===== src/rtl/lsp_pkg.sv =====
// Shared constants, FSM encoding and freq_prev/fg row layout for the LSP
// MA-predictor blocks (writer, extractor and composer).
package lsp_pkg;

    localparam int M      = 10;
    localparam int MA_NP  = 4;
    localparam int ADDR_W = 11;

    // Row layout of freq_prev and fg tables: k at [5:4], j at [3:0].
    localparam int J_W = 4;
    localparam int K_W = 2;

    localparam logic [J_W-1:0] J_LAST = J_W'(M - 1);
    localparam logic [K_W-1:0] K_LAST = K_W'(MA_NP - 1);

    typedef enum logic [2:0] {
        S_INIT,
        S_RD_ELE,
        S_RD_FGS,
        S_MULT,
        S_RD_FP,
        S_RD_FG,
        S_MAC,
        S_WRITE
    } state_t;

endpackage


===== src/rtl/lsp_prev_compose.sv =====
// G.729 Lsp_prev_compose: lsp[j] = extract_h(L_mult(lsp_ele,fg_sum) + sum_k L_mac(freq_prev,fg)),
// sequenced over shared scratch memory and shared external L_mult/L_mac units.
module lsp_prev_compose
    import lsp_pkg::*;
(
    input  logic        clk,
    input  logic        reset,
    input  logic        start,
    input  logic [10:0] lsp_eleAddr,
    input  logic [10:0] fg_sumAddr,
    input  logic [10:0] fgAddr,
    input  logic [10:0] freq_prevAddr,
    input  logic [10:0] lspAddr,
    input  logic [31:0] memIn,
    input  logic [31:0] L_multIn,
    input  logic [31:0] L_macIn,
    output logic [10:0] memReadAddr,
    output logic [10:0] memWriteAddr,
    output logic [31:0] memOut,
    output logic        memWriteEn,
    output logic [15:0] L_multOutA,
    output logic [15:0] L_multOutB,
    output logic [15:0] L_macOutA,
    output logic [15:0] L_macOutB,
    output logic [31:0] L_macOutC,
    output logic        done
);

    state_t         state, state_n;
    logic [J_W-1:0] j, j_n;
    logic [K_W-1:0] k, k_n;
    logic [15:0]    temp, temp_n;
    logic [31:0]    acc, acc_n;

    // Only the low half of a memory word carries data.
    logic unused_mem_hi;
    assign unused_mem_hi = ^memIn[31:16];

    always_ff @(posedge clk) begin
        if (!reset) begin
            state <= S_INIT;
            j     <= '0;
            k     <= '0;
            temp  <= '0;
            acc   <= '0;
        end else begin
            state <= state_n;
            j     <= j_n;
            k     <= k_n;
            temp  <= temp_n;
            acc   <= acc_n;
        end
    end

    always_comb begin
        state_n      = state;
        j_n          = j;
        k_n          = k;
        temp_n       = temp;
        acc_n        = acc;
        memReadAddr  = '0;
        memWriteAddr = '0;
        memOut       = '0;
        memWriteEn   = 1'b0;
        L_multOutA   = '0;
        L_multOutB   = '0;
        L_macOutA    = '0;
        L_macOutB    = '0;
        L_macOutC    = '0;
        done         = 1'b0;

        unique case (state)
            S_INIT: begin
                if (start) begin
                    j_n     = '0;
                    state_n = S_RD_ELE;
                end
            end
            S_RD_ELE: begin
                memReadAddr = {lsp_eleAddr[ADDR_W-1:J_W], j};
                state_n     = S_RD_FGS;
            end
            S_RD_FGS: begin
                temp_n      = memIn[15:0];
                memReadAddr = {fg_sumAddr[ADDR_W-1:J_W], j};
                state_n     = S_MULT;
            end
            S_MULT: begin
                L_multOutA = temp;
                L_multOutB = memIn[15:0];
                acc_n      = L_multIn;
                k_n        = '0;
                state_n    = S_RD_FP;
            end
            S_RD_FP: begin
                memReadAddr = {freq_prevAddr[ADDR_W-1:J_W+K_W], k, j};
                state_n     = S_RD_FG;
            end
            S_RD_FG: begin
                temp_n      = memIn[15:0];
                memReadAddr = {fgAddr[ADDR_W-1:J_W+K_W], k, j};
                state_n     = S_MAC;
            end
            S_MAC: begin
                L_macOutA = temp;
                L_macOutB = memIn[15:0];
                L_macOutC = acc;
                acc_n     = L_macIn;
                if (k == K_LAST) begin
                    state_n = S_WRITE;
                end else begin
                    k_n     = k + 1'b1;
                    state_n = S_RD_FP;
                end
            end
            S_WRITE: begin
                // extract_h is a plain truncation; rounding is not part of this step.
                memWriteAddr = {lspAddr[ADDR_W-1:J_W], j};
                memOut       = {{16{acc[31]}}, acc[31:16]};
                memWriteEn   = 1'b1;
                if (j == J_LAST) begin
                    done    = 1'b1;
                    state_n = S_INIT;
                end else begin
                    j_n     = j + 1'b1;
                    state_n = S_RD_ELE;
                end
            end
            default: state_n = S_INIT;
        endcase
    end

endmodule


===== config.mk =====
export PLATFORM = sky130hd
export DESIGN_NAME = lsp_prev_compose
export DESIGN_NICKNAME = d
export VERILOG_FILES = /design/src/rtl/lsp_pkg.sv /design/src/rtl/lsp_prev_compose.sv
export SDC_FILE = /design/constraint.sdc
export NUM_CORES = 1
export LEC_CHECK = 0
export CAP_MARGIN = 20
export CORE_AREA = 2 2 120 122
export CTS_BUF_LIST = sky130_fd_sc_hd__clkbuf_8
export DETAILED_ROUTE_END_ITERATION = 8
export DIE_AREA = 0 0 122 124
export HOLD_SLACK_MARGIN = 0.03
export PLACE_DENSITY = 0.68
export SKIP_LAST_GASP = 1
export SYNTH_ARGS = -nofsm -noshare
export SYNTH_HDL_FRONTEND = slang
export SYNTH_SLANG_ARGS = --single-unit

===== constraint.sdc =====
create_clock -name clk -period 1.9 [get_ports clk]
set_input_delay 0.285 -clock clk [delete_from_list [all_inputs] [get_ports clk]]
set_output_delay 0.285 -clock clk [all_outputs]
set_load 0.1 [all_outputs]

==> qor.tcl <==
set qor(worst-endpoint-arrival_ns) 1.69
set qor(max_cap_violations) 0
set qor(synth_edf_count) 0
set qor(timing.final.crit_period_ns) 1.98
set qor(clock.fmax_mhz) 505
set qor(antenna_found_initial) 0
set qor(clockBufferDepth) 2
set qor(routabilityCongestion) 0.762
set qor(wirelength_um) 18000
set qor(net-switching-power_mw) 1.33
set qor(synth-warning-count) 0
set qor(initial_core_util) 0.280
set qor(rsz_0062_raised_after_global_routing) {yes}
set qor(final_antenna_net_count) 0
set qor(dp_hpwl_um) 12500
set qor(holdBufCountCts) 0
set qor(synth-seq-cells) 57
set qor(failing_checks) {setup timing}
set qor(globalRouteTotalUtil) 0.221
set qor(clk-insertion-delay-late_ns) 0.33
set qor(powerDensity_nw_per_um2) 438
set qor(remaining_drc_errors) 0
set qor(static-leakage-power_nw) 3.62
set qor(drive_gt1_frac) 0.516
set qor(power_report.internal_total_mw) 2.73
set qor(timing_worst_slew_pin_value_ns) 0.672
set qor(fill_cells) 1025
set qor(worst-endpoint-required_ns) 1.62
set qor(final.setup.worst_slack_ns) -0.0798
set qor(core_um2) 13700
set qor(dpl.cell_count) 903
set qor(via_per_inst) 5.06
set qor(net_count_reported_at_finish) 917
set qor(root_buffer) {clkbuf_8}
set qor(worst_setup_path_end_kind) {output port}
set qor(via_count) 4779
set qor(report.final.setup_viol) 49
set qor(critical_path_peak_fanout) 8
set qor(synth_fp_nets) 661
set qor(drtPass1Iterations) 4
set qor(ys_async_sr_fraction) 0
set qor(tritoncts.num_buffers) 9
set qor(ctsHtreeMaxLevel) 3
set qor(netlist_area_um2) 3840
set qor(numClockSinks) 57
set qor(die_area_um2) 15100
set qor(grt_pass1_vias) 4837
set qor(rows) 43
set qor(design_power_total_mw) 4.06
set qor(initialDrtViolationCount) 206
set qor(final_max_slew_viol_count) 0
set qor(critPathLaunchType) {flop}
set qor(number_of_non_filler_instances_in_the_completed_layout) 945
set qor(chip_height_um) 124
set qor(finalHoldViolations) 0
set qor(netSwitchingFraction) 0.327
set qor(clkPwrFrac) 0.327
set qor(holdCritPathClass) {reg -> reg}
set qor(yosys_most_used_dff) {dfxtp_1}
set qor(criticalPathCategory) {reg -> out}
set qor(seqPwrFrac) 0.323
set qor(pwr-share-comb) 0.350
set qor(slew_headroom) 0.551
set qor(io_pins) 306
set qor(die_w_um) 122
set qor(grt_start_max_net_pins) 34
set qor(status) {finished, violations left}
set qor(antenna_cells) 0
set qor(sum_of_overflow_across_all_layers_after_global_routing) 0
set qor(synthesis.instances) 504
set qor(synthDistinctLibCells) 47
set qor(irDropWorstVdd_uv) 301
set qor(mean_post_synth_cell_area_um2) 7.62
set qor(fin_crit_sh) 1.04
set qor(clock_skew_ns) 0.0128
set qor(area.growth.synth_to_final_pct) 141
set qor(detail_route.wl_per_cell_um) 19.0
set qor(clock_tree_from_tritoncts) {yes}
set qor(placement.io_buffers) 265
set qor(grt_first_pass_wirelength_um) 26200
set qor(ys_seq_area_frac) 0.297
set qor(path_clk_slew_ns) 0.08
## final cells by class
type	instances	area [um^2]	share of cell area
Sequential cell	57	1150	0.124
Timing Repair Buffer	314	4930	0.532
Multi-Input combinational cell	372	2700	0.291
Clock inverter	5	77.6	0.00837
Inverter	6	30.0	0.00324
Clock buffer	11	151	0.0163
Tap cell	180	225	0.0243
## metal layers
| layer | routed length (um) | GRT usage | up-vias | part of all wire |
|---|---|---|---|---|
| met4 | 321 | 0.0647 | 0 | 0.018 |
| met2 | 9530 | 0.409 | 195 | 0.53 |
| met5 | 0 | 0 | - | 0 |
| met3 | 1510 | 0.0755 | 26 | 0.084 |
| li1 | - | - | 2272 | - |
| met1 | 6640 | 0.237 | 2286 | 0.37 |
## synth_stat cells, drive strengths merged (3+ instances only)
| cell | number | area share |
|---|---|---|
| buf | 38 | 0.071 |
| a22oi | 7 | 0.014 |
| a21oi | 19 | 0.035 |
| nand2 | 69 | 0.067 |
| mux2i | 5 | 0.013 |
| dfxtp | 57 | 0.30 |
| o21ai | 50 | 0.066 |
| nand3 | 18 | 0.040 |
| nor2 | 5 | 0.0049 |
| o22ai | 7 | 0.011 |
| and3b | 5 | 0.011 |
| clkbuf | 31 | 0.032 |
| a31oi | 32 | 0.052 |
| nand3b | 3 | 0.013 |
| ha | 3 | 0.0098 |
| and2 | 62 | 0.10 |
| inv | 6 | 0.0059 |
| and3 | 64 | 0.10 |
| nand2b | 3 | 0.0049 |
## final timing paths
check | end | slack [ns] | depth (start not counted) | startpoint
max | L_multOutB[0] | -0.08 | 5 | state[0]
min | acc[9] | 0.47 | 2 | acc[9]
max reg2reg | acc[3] | 0.16 | 6 | state[0]
min reg2reg | acc[9] | 0.47 | 2 | acc[9]
## metrics by stage
step / cell area (um^2) / worst slack, ns / hold WS [ns] / utilization / TNS (ns)
final: 9260 / -0.0798 / 0.475 / 0.675 / -2.85
after global routing: 9260 / -0.149 / 0.485 / 0.675 / -8.50
after CTS: 8900 / -0.0638 / 0.473 / 0.649 / -1.99
after detailed placement: 8320 / -0.0183 / 0.459 / 0.606 / -0.0238
after global placement: 8320 / 0.00847 / 0.452 / 0.606 / 0
after floorplan: 4060 / -0.254 / 0.437 / - / -1.54
## critical path: stages, from the launching register on
cell	delay, ns
dfxtp_4	0.39
buf_6	0.12
and3b_2	0.33
clkbuf_16	0.21
and2_4	0.15
buf_12	0.16
## placed cells by master (no fill, tap or decap), drive strengths merged, types with 16 or more instances in the layout
cell type        n
a21oi           19
a31oi           32
and2            62
and3            64
buf            196
clkbuf          16
clkdlybuf4s50  113
dfxtp           57
nand2           69
nand3           18
o21ai           50
## state kept, by name (all words and copies together), names as in the netlist
| signal | cells |
|---|---|
| k | 2 |
| temp | 16 |
| acc | 32 |
| state | 3 |
| j | 4 |
## cells by family after synthesis
kind of cell	Yosys count	share of synthesized area
xor+xnor	1	0.00228
buf+inv	75	0.109
compound gates	126	0.203
mux	6	0.0160
fa+ha+maj	3	0.00977
simple gates	236	0.364
flops	57	0.297
## what timing repair did
action | CTS | global route
gates resized for setup | 44 | 64
endpoints found under the setup margin | 144 | 122
buffers inserted | 7 | 11
cloned | 4 | 6
pin swaps | 1 | 13
## power groups by stage
stage | logic, mW | registers, mW | clock network, mW
2_1_floorplan | 0.696 | 1.31 | 0
3_3_place_gp | 1.19 | 1.33 | 0
3_5_place_dp | 1.22 | 1.33 | 0
4_1_cts | 1.28 | 1.31 | 1.36
5_1_grt | 1.50 | 1.32 | 1.42
6_report | 1.42 | 1.31 | 1.33
Note: power is estimated with default switching activity, not from simulation.
